## src/rtl/timer.sv

```systemverilog
// timer: counts timer_period seconds of clk_freq cycles each and raises a sticky registered done
module timer #(
  parameter int CNT_W = 16
) (
  input  logic             clk,
  input  logic             reset,
  input  logic             enable,
  input  logic [CNT_W-1:0] clk_freq,
  input  logic [CNT_W-1:0] timer_period,
  output logic             done
);
  logic [CNT_W-1:0] presc, sec, eff_freq, presc_nxt, sec_nxt;
  logic             wrap;
  // >= rather than == so a lowered clk_freq wraps at once instead of running to overflow
  always_comb begin
    eff_freq  = (clk_freq == '0) ? CNT_W'(1) : clk_freq;
    wrap      = presc >= eff_freq - CNT_W'(1);
    presc_nxt = wrap ? '0 : presc + CNT_W'(1);
    sec_nxt   = (wrap && sec != '1) ? sec + CNT_W'(1) : sec;
  end
  always_ff @(posedge clk or negedge reset)
    if (!reset) begin
      presc <= '0;
      sec   <= '0;
      done  <= 1'b0;
    end else if (!enable) begin
      presc <= '0;
      sec   <= '0;
      done  <= 1'b0;
    end else if (!done) begin
      presc <= presc_nxt;
      sec   <= sec_nxt;
      done  <= sec_nxt >= timer_period;
    end
endmodule

```

## config.mk

```make
export PLATFORM = sky130hd
export DESIGN_NAME = timer
export DESIGN_NICKNAME = d
export VERILOG_FILES = /design/src/rtl/timer.sv
export SDC_FILE = /design/constraint.sdc
export NUM_CORES = 1
export LEC_CHECK = 0
export CORE_AREA = 2 2 82 84
export DETAILED_ROUTE_END_ITERATION = 8
export DIE_AREA = 0 0 84 86
export GPL_TIMING_DRIVEN = 0
export PLACE_DENSITY_LB_ADDON = 0.1
export SLEW_MARGIN = 25
export SYNTH_ARGS = -nofsm -noshare
export SYNTH_HDL_FRONTEND = slang
export SYNTH_SLANG_ARGS = --single-unit
```

## constraint.sdc

```tcl
create_clock -name clk -period 10.6 [get_ports clk]
set_input_delay 3.18 -clock clk [delete_from_list [all_inputs] [get_ports clk]]
set_output_delay 3.18 -clock clk [all_outputs]
set_load 0.05 [all_outputs]
```

==> flow_summary.toml, run 1 <==
[floorplanning]
core_area_um2 = 6280
start_util_pct = 49.6
fp.dieW_um = 84
ios = 36
dieArea_um2 = 7220
fp.dieH_um = 86
std_cell_rows = 29

[yosys]
synth_seq_cells = 33
netlist_instances = 375
syn-cell-area_um2 = 3110
async_flop_share_pct = 100
synth_edf_count = 0
yosysUniqueCellTypes = 51
seq_area_frac_synth_pct = 26.5
synth_flop_cell = "dfrtp_1"
postSynthAreaPerCell_um2 = 8.30
synth.net_count = 445
yosys_warnings = 0

[sta]
finalMaxSlewViolations = 0
rsz0062_at_grt = "no"
worst_pin_slew_ps = 784
setup_viol = 0
hold_violations = 0
max-slew-margin-rel_pct = 47.5
finalCritPeriodShare_pct = 85.1
fmax_ghz = 0.111
finalClockSkew_ps = 5.45
period_needed_ps = 9020
tns_ps = 0

[placed_design]
gp_congestion = 0.867
hpwl_um = 5690
port_buffers = 34

[cts]
hold_buffers = 0
cts_tree = "done"
clockBufferDepth = 2
post_cts_buffers = 0
ctsRootBufferMaster = "clkbuf_8"
insertion_delay_ps = 280
h-tree-depth = 2
cts_resized = 0
clk_pin_slew_ps = 70
clock_sinks = 33
numCtsBuffers = 5

[detailed_routing]
vias = 2845
ant_nets = 0
wl_per_cell_um = 14.5
vias_per_cell = 5.76
drc = 0
routed_wl_um = 7170
drtIter0Drc = 213
drt_first_pass_iters = 4

[global_routing]
grt_pass1_vias = 2731
grt_pass1_wl_um = 12600
overflow = 0
grt_max_degree = 29
antenna_found_initial = 0
grt_use_total_pct = 21.2

[worst_setup_path]
r2r-start = "presc[0]"
r2r_cells = 17
arrival_ps = 9160
endpoint = "done"
path_class = "in -> reg"
worst_r2r_endpoint = "done"
reg2reg_slack_ps = 6570
end_kind = "flip-flop"
crit_start = "clk_freq[11]"
setup.worst_path.start_class = "primary input"
required_ps = 10740
crit_fanout = 10

[power_and_ir_drop]
cellLeakagePower_nw = 1.65
ir_drop_v = 0.0000900
powerDensity_nw_per_um2 = 76.7
power.total_uw = 280

[job]
maxCapViolations = 0

[final_layout]
layout-drive-gt1-share_pct = 5.28
diodes = 0
fin_nets = 487
area_growth_pct = 17.3

[hold_path]
min-delay-path-class = "reg -> reg"

[outcome]
status = "completed"
cell usage after synthesis, types with 2 or more instances:
library cell | n | area share, %
nor2b_1 | 7 | 1.4
dfrtp_1 | 33 | 27
nor3_1 | 17 | 2.7
a211oi_1 | 4 | 0.97
nand2_1 | 34 | 4.1
o21ai_1 | 5 | 0.80
nand4_1 | 5 | 1.0
clkbuf_1 | 8 | 0.97
o31ai_1 | 5 | 1.2
o22a_1 | 2 | 0.56
inv_1 | 22 | 2.7
or4_1 | 4 | 0.97
xor2_1 | 12 | 3.4
nor3_2 | 2 | 0.64
nor2_1 | 24 | 2.9
nand3_1 | 20 | 3.2
a22o_1 | 2 | 0.56
nor4_1 | 7 | 1.4
or2_1 | 3 | 0.60
a21oi_1 | 18 | 2.9
and2_1 | 5 | 1.0
nor3b_1 | 5 | 1.2
and4_1 | 4 | 1.1
and3_1 | 6 | 1.2
ha_1 | 35 | 14
buf_4 | 2 | 0.48
o21ai_0 | 9 | 1.4
or3_1 | 4 | 0.80
or4_4 | 3 | 1.1
mux2i_1 | 6 | 1.9
buf_2 | 2 | 0.32
nand2b_1 | 9 | 1.8
a21o_1 | 12 | 2.9
xnor2_1 | 16 | 4.5
o21a_1 | 3 | 0.72
a31oi_1 | 5 | 1.0
metal layers:
metal | track usage (%) | part of all wire [%] | vias to the layer above | routed length, um
met1 | 31.5 | 52 | 1337 | 3710
met2 | 32.5 | 43 | 59 | 3110
met3 | 3.85 | 4.2 | 4 | 300
li1 | - | - | 1445 | -
met5 | 0 | 0 | - | 0
met4 | 3.81 | 0.60 | 0 | 43
registers in the layout (all words and copies together), names as in the netlist:
| register | flops |
|---|---|
| presc | 16 |
| sec | 16 |
| done | 1 |
power breakdown:
part / internal [mW] / total [mW] / switching, mW
sequential: 0.129 / 0.133 / 0.00461
clock: 0.0515 / 0.0961 / 0.0446
combinational: 0.0251 / 0.0506 / 0.0255
total: 0.205 / 0.280 / 0.0747
worst max-delay path, stage by stage:
cell,delay [ps]
clkdlybuf4s50_1,440
or4_4,570
or4_4,470
nor3_2,200
a21oi_1,130
ha_1,230
nand2b_1,90
or3_1,150
or2_1,190
nor4_1,80
xnor2_1,130
ha_1,300
nand4_1,170
a2bb2oi_1,680
and2_1,270
buf_4,180
buf_4,190
nor3_1,80
xor2_1,150
ha_1,270
nand2_1,80
nor2_1,50
a2111oi_0,400
o41ai_1,210
a21oi_1,200
a211oi_1,60
per-stage QoR:
stage	worst slack (ps)	hold slack (ps)	instances	instance area [um2]	utilization, %
final	1580	540	494	3650	58.1
after global routing	1120	578	494	3650	58.1
after CTS	1640	538	494	3650	58.1
after detailed placement	1390	530	487	3560	56.8
after global placement	1370	522	486	3550	56.5
after floorplan	2590	491	375	3110	-
cells in the final DEF, fill, tap and decap left out, drive strengths merged, types with 7 or more instances in the layout:
master	synthesis	routed
clkdlybuf4s50	0	33
nor3	19	19
clkbuf	8	15
ha	35	35
xor2	12	12
nor2	25	25
dfrtp	33	33
nand3	20	20
xnor2	16	16
o21ai	14	14
nor4	8	8
a21oi	18	18
nor2b	7	7
nand2b	10	10
inv	22	22
a21o	12	12
or4	7	7
nand2	34	34
cells by family after synthesis:
kind of cell	count (synthesis)	synth area share [%]
AO/OA/AOI/OAI	75	16.2
XOR/XNOR	28	7.88
adder cells (fa/ha/maj)	35	14.1
buffers and inverters	34	4.42
flip-flops	33	26.5
multiplexers	7	2.29
AND/OR/NAND/NOR	163	28.6
worst min path at each step:
| stage | slack (ps) | cells after the start | endpoint | startpoint |
|---|---|---|---|---|
| finish | 540 | 1 | presc[12] | presc[12] |
| global route | 580 | 1 | presc[3] | presc[3] |
| CTS | 540 | 1 | presc[12] | presc[12] |
| detailed placement | 530 | 1 | presc[12] | presc[12] |
| global placement | 520 | 1 | presc[12] | presc[12] |
| floorplan | 490 | 1 | presc[12] | presc[12] |
final cells by class:
cell class | count | area (um2)
Tap cell | 77 | 96.3
Fill cell | 579 | 2630
Sequential cell | 33 | 826
Clock buffer | 7 | 86.3
Buffer | 12 | 55.1
Timing Repair Buffer | 35 | 355
Multi-Input combinational cell | 308 | 2150
Inverter | 22 | 82.6
(Power assumes the default switching activity.)
==> run 2: changes to the inputs <==
- CTS_BUF_LIST: default -> sky130_fd_sc_hd__clkbuf_8 sky130_fd_sc_hd__clkbuf_16
==> run 2 against run 1 <==
Compared with the run above: critical path type unchanged; global-route usage unchanged; clock skew about the same; die area unchanged.
==> flow_summary.toml, run 2 (synthesis gave the netlist of run 1 again) <==
[outcome]
status = "completed"

[worst_setup_path]
crit_fanout = 10
required_ps = 10740
path_buf_inv = 3
cp_common_cell = "ha_1"
slowest_delay_ps = 680
setup.worst_path.start_class = "primary input"
end_kind = "flip-flop"
arrival_ps = 9160
path_class = "in -> reg"
cp_top_family = "simple AND/OR/NAND/NOR gates"
cpMaxStageDelayCell = "a2bb2oi_1"

[sta]
finalMaxSlewViolations = 0
rsz0062_at_grt = "no"
period_needed_ps = 9020
hold_violations = 0
setup_viol = 0
hold_ws_ps = 540
worst_pin_slew_ps = 784
tns_ps = 0
max-slew-margin-rel_pct = 47.5
finalClockSkew_ps = 5.32
finalCritPeriodShare_pct = 85.1
fmax_ghz = 0.111

[global_routing]
grt_use_total_pct = 21.2
antenna_found_initial = 0
grt_max_degree = 29
grt_pass1_wl_um = 12600
overflow = 0
grt_pass1_vias = 2731

[detailed_routing]
drt_first_pass_iters = 4
vias_per_cell = 5.76
drtIter0Drc = 213
vias = 2844
wl_per_cell_um = 14.5
ant_nets = 0
drc = 0
routed_wl_um = 7170

[cts]
numCtsBuffers = 5
clockBufferDepth = 2
insertion_delay_ps = 280
h-tree-depth = 2
post_cts_buffers = 0
ctsRootBufferMaster = "clkbuf_8"
clk_pin_slew_ps = 70
clock_sinks = 33
cts_tree = "done"
hold_buffers = 0
cts_resized = 0

[floorplanning]
fp.dieW_um = 84
dieArea_um2 = 7220
fp.dieH_um = 86
std_cell_rows = 29
core_area_um2 = 6280
ios = 36
start_util_pct = 49.6

[final_layout]
diodes = 0
final_cells = 494
largest_registers = "presc (16), sec (16), done (1)"
layout-drive-gt1-share_pct = 5.28
fin_nets = 487
layout_commonest_cell = "ha_1"
most-common-layout-cells = "ha_1, nand2_1, dfrtp_1, clkdlybuf4s50_1, nor2_1"
area_growth_pct = 17.3

[hold_path]
min-delay-path-class = "reg -> reg"

[placed_design]
port_buffers = 34
dp_cells = 487
gp_congestion = 0.867
hpwl_um = 5690

[power_and_ir_drop]
powerDensity_nw_per_um2 = 76.5
power.total_uw = 279
ir_drop_v = 0.0000902
cellLeakagePower_nw = 1.65

[job]
maxCapViolations = 0
[run 2: changes by cell type in the layout (fill, tap and decap cells not counted)]
cell      delta
clkbuf_1     -1
inv_1        +1
[run 2: metrics by stage]
step                setup slack (ps)  area, um2  utilization, %
global placement                1370       3550            56.5
finish                          1580       3650            58.1
detailed placement              1390       3560            56.8
CTS                             1640       3650            58.1
global route                    1120       3650            58.1
floorplan                       2590       3110               -
[run 2: power by group]
part           switching (mW)  total, mW  internal, mW
sequential            0.00461      0.133         0.129
clock                  0.0447     0.0952        0.0506
combinational          0.0255     0.0506        0.0251
total                  0.0748      0.279         0.204
[run 2: area by class of cell]
| class | instances | area, um2 |
|---|---|---|
| clock inverter | 1 | 3.75 |
| buffer | 12 | 55.1 |
| fill | 579 | 2630 |
| multi-input combinational | 308 | 2150 |
| tap | 77 | 96.3 |
| sequential | 33 | 826 |
| inverter | 22 | 82.6 |
| timing repair buffer | 35 | 355 |
| clock buffer | 6 | 82.6 |
[run 2: metal layers]
metal / vias to the layer above / part of all wire, % / GRT usage [%]
li1: 1445 / - / -
met1: 1336 / 52 / 31.5
met2: 59 / 43 / 32.5
met3: 4 / 4.2 / 3.85
met4: 0 / 0.60 / 3.81
met5: - / 0 / 0
[run 2: path summary, 6_finish.rpt]
check | slack [ps] | cells after the start | from | end
worst max-delay path | 1580 | 26 | clk_freq[11] | done
worst min-delay path | 540 | 1 | presc[12] | presc[12]
worst max register to register | 6570 | 17 | presc[0] | done
worst min register to register | 540 | 1 | presc[12] | presc[12]
max in group asynchronous | 7480 | 2 | reset | sec[0]
min in group asynchronous | 2730 | 1 | reset | done
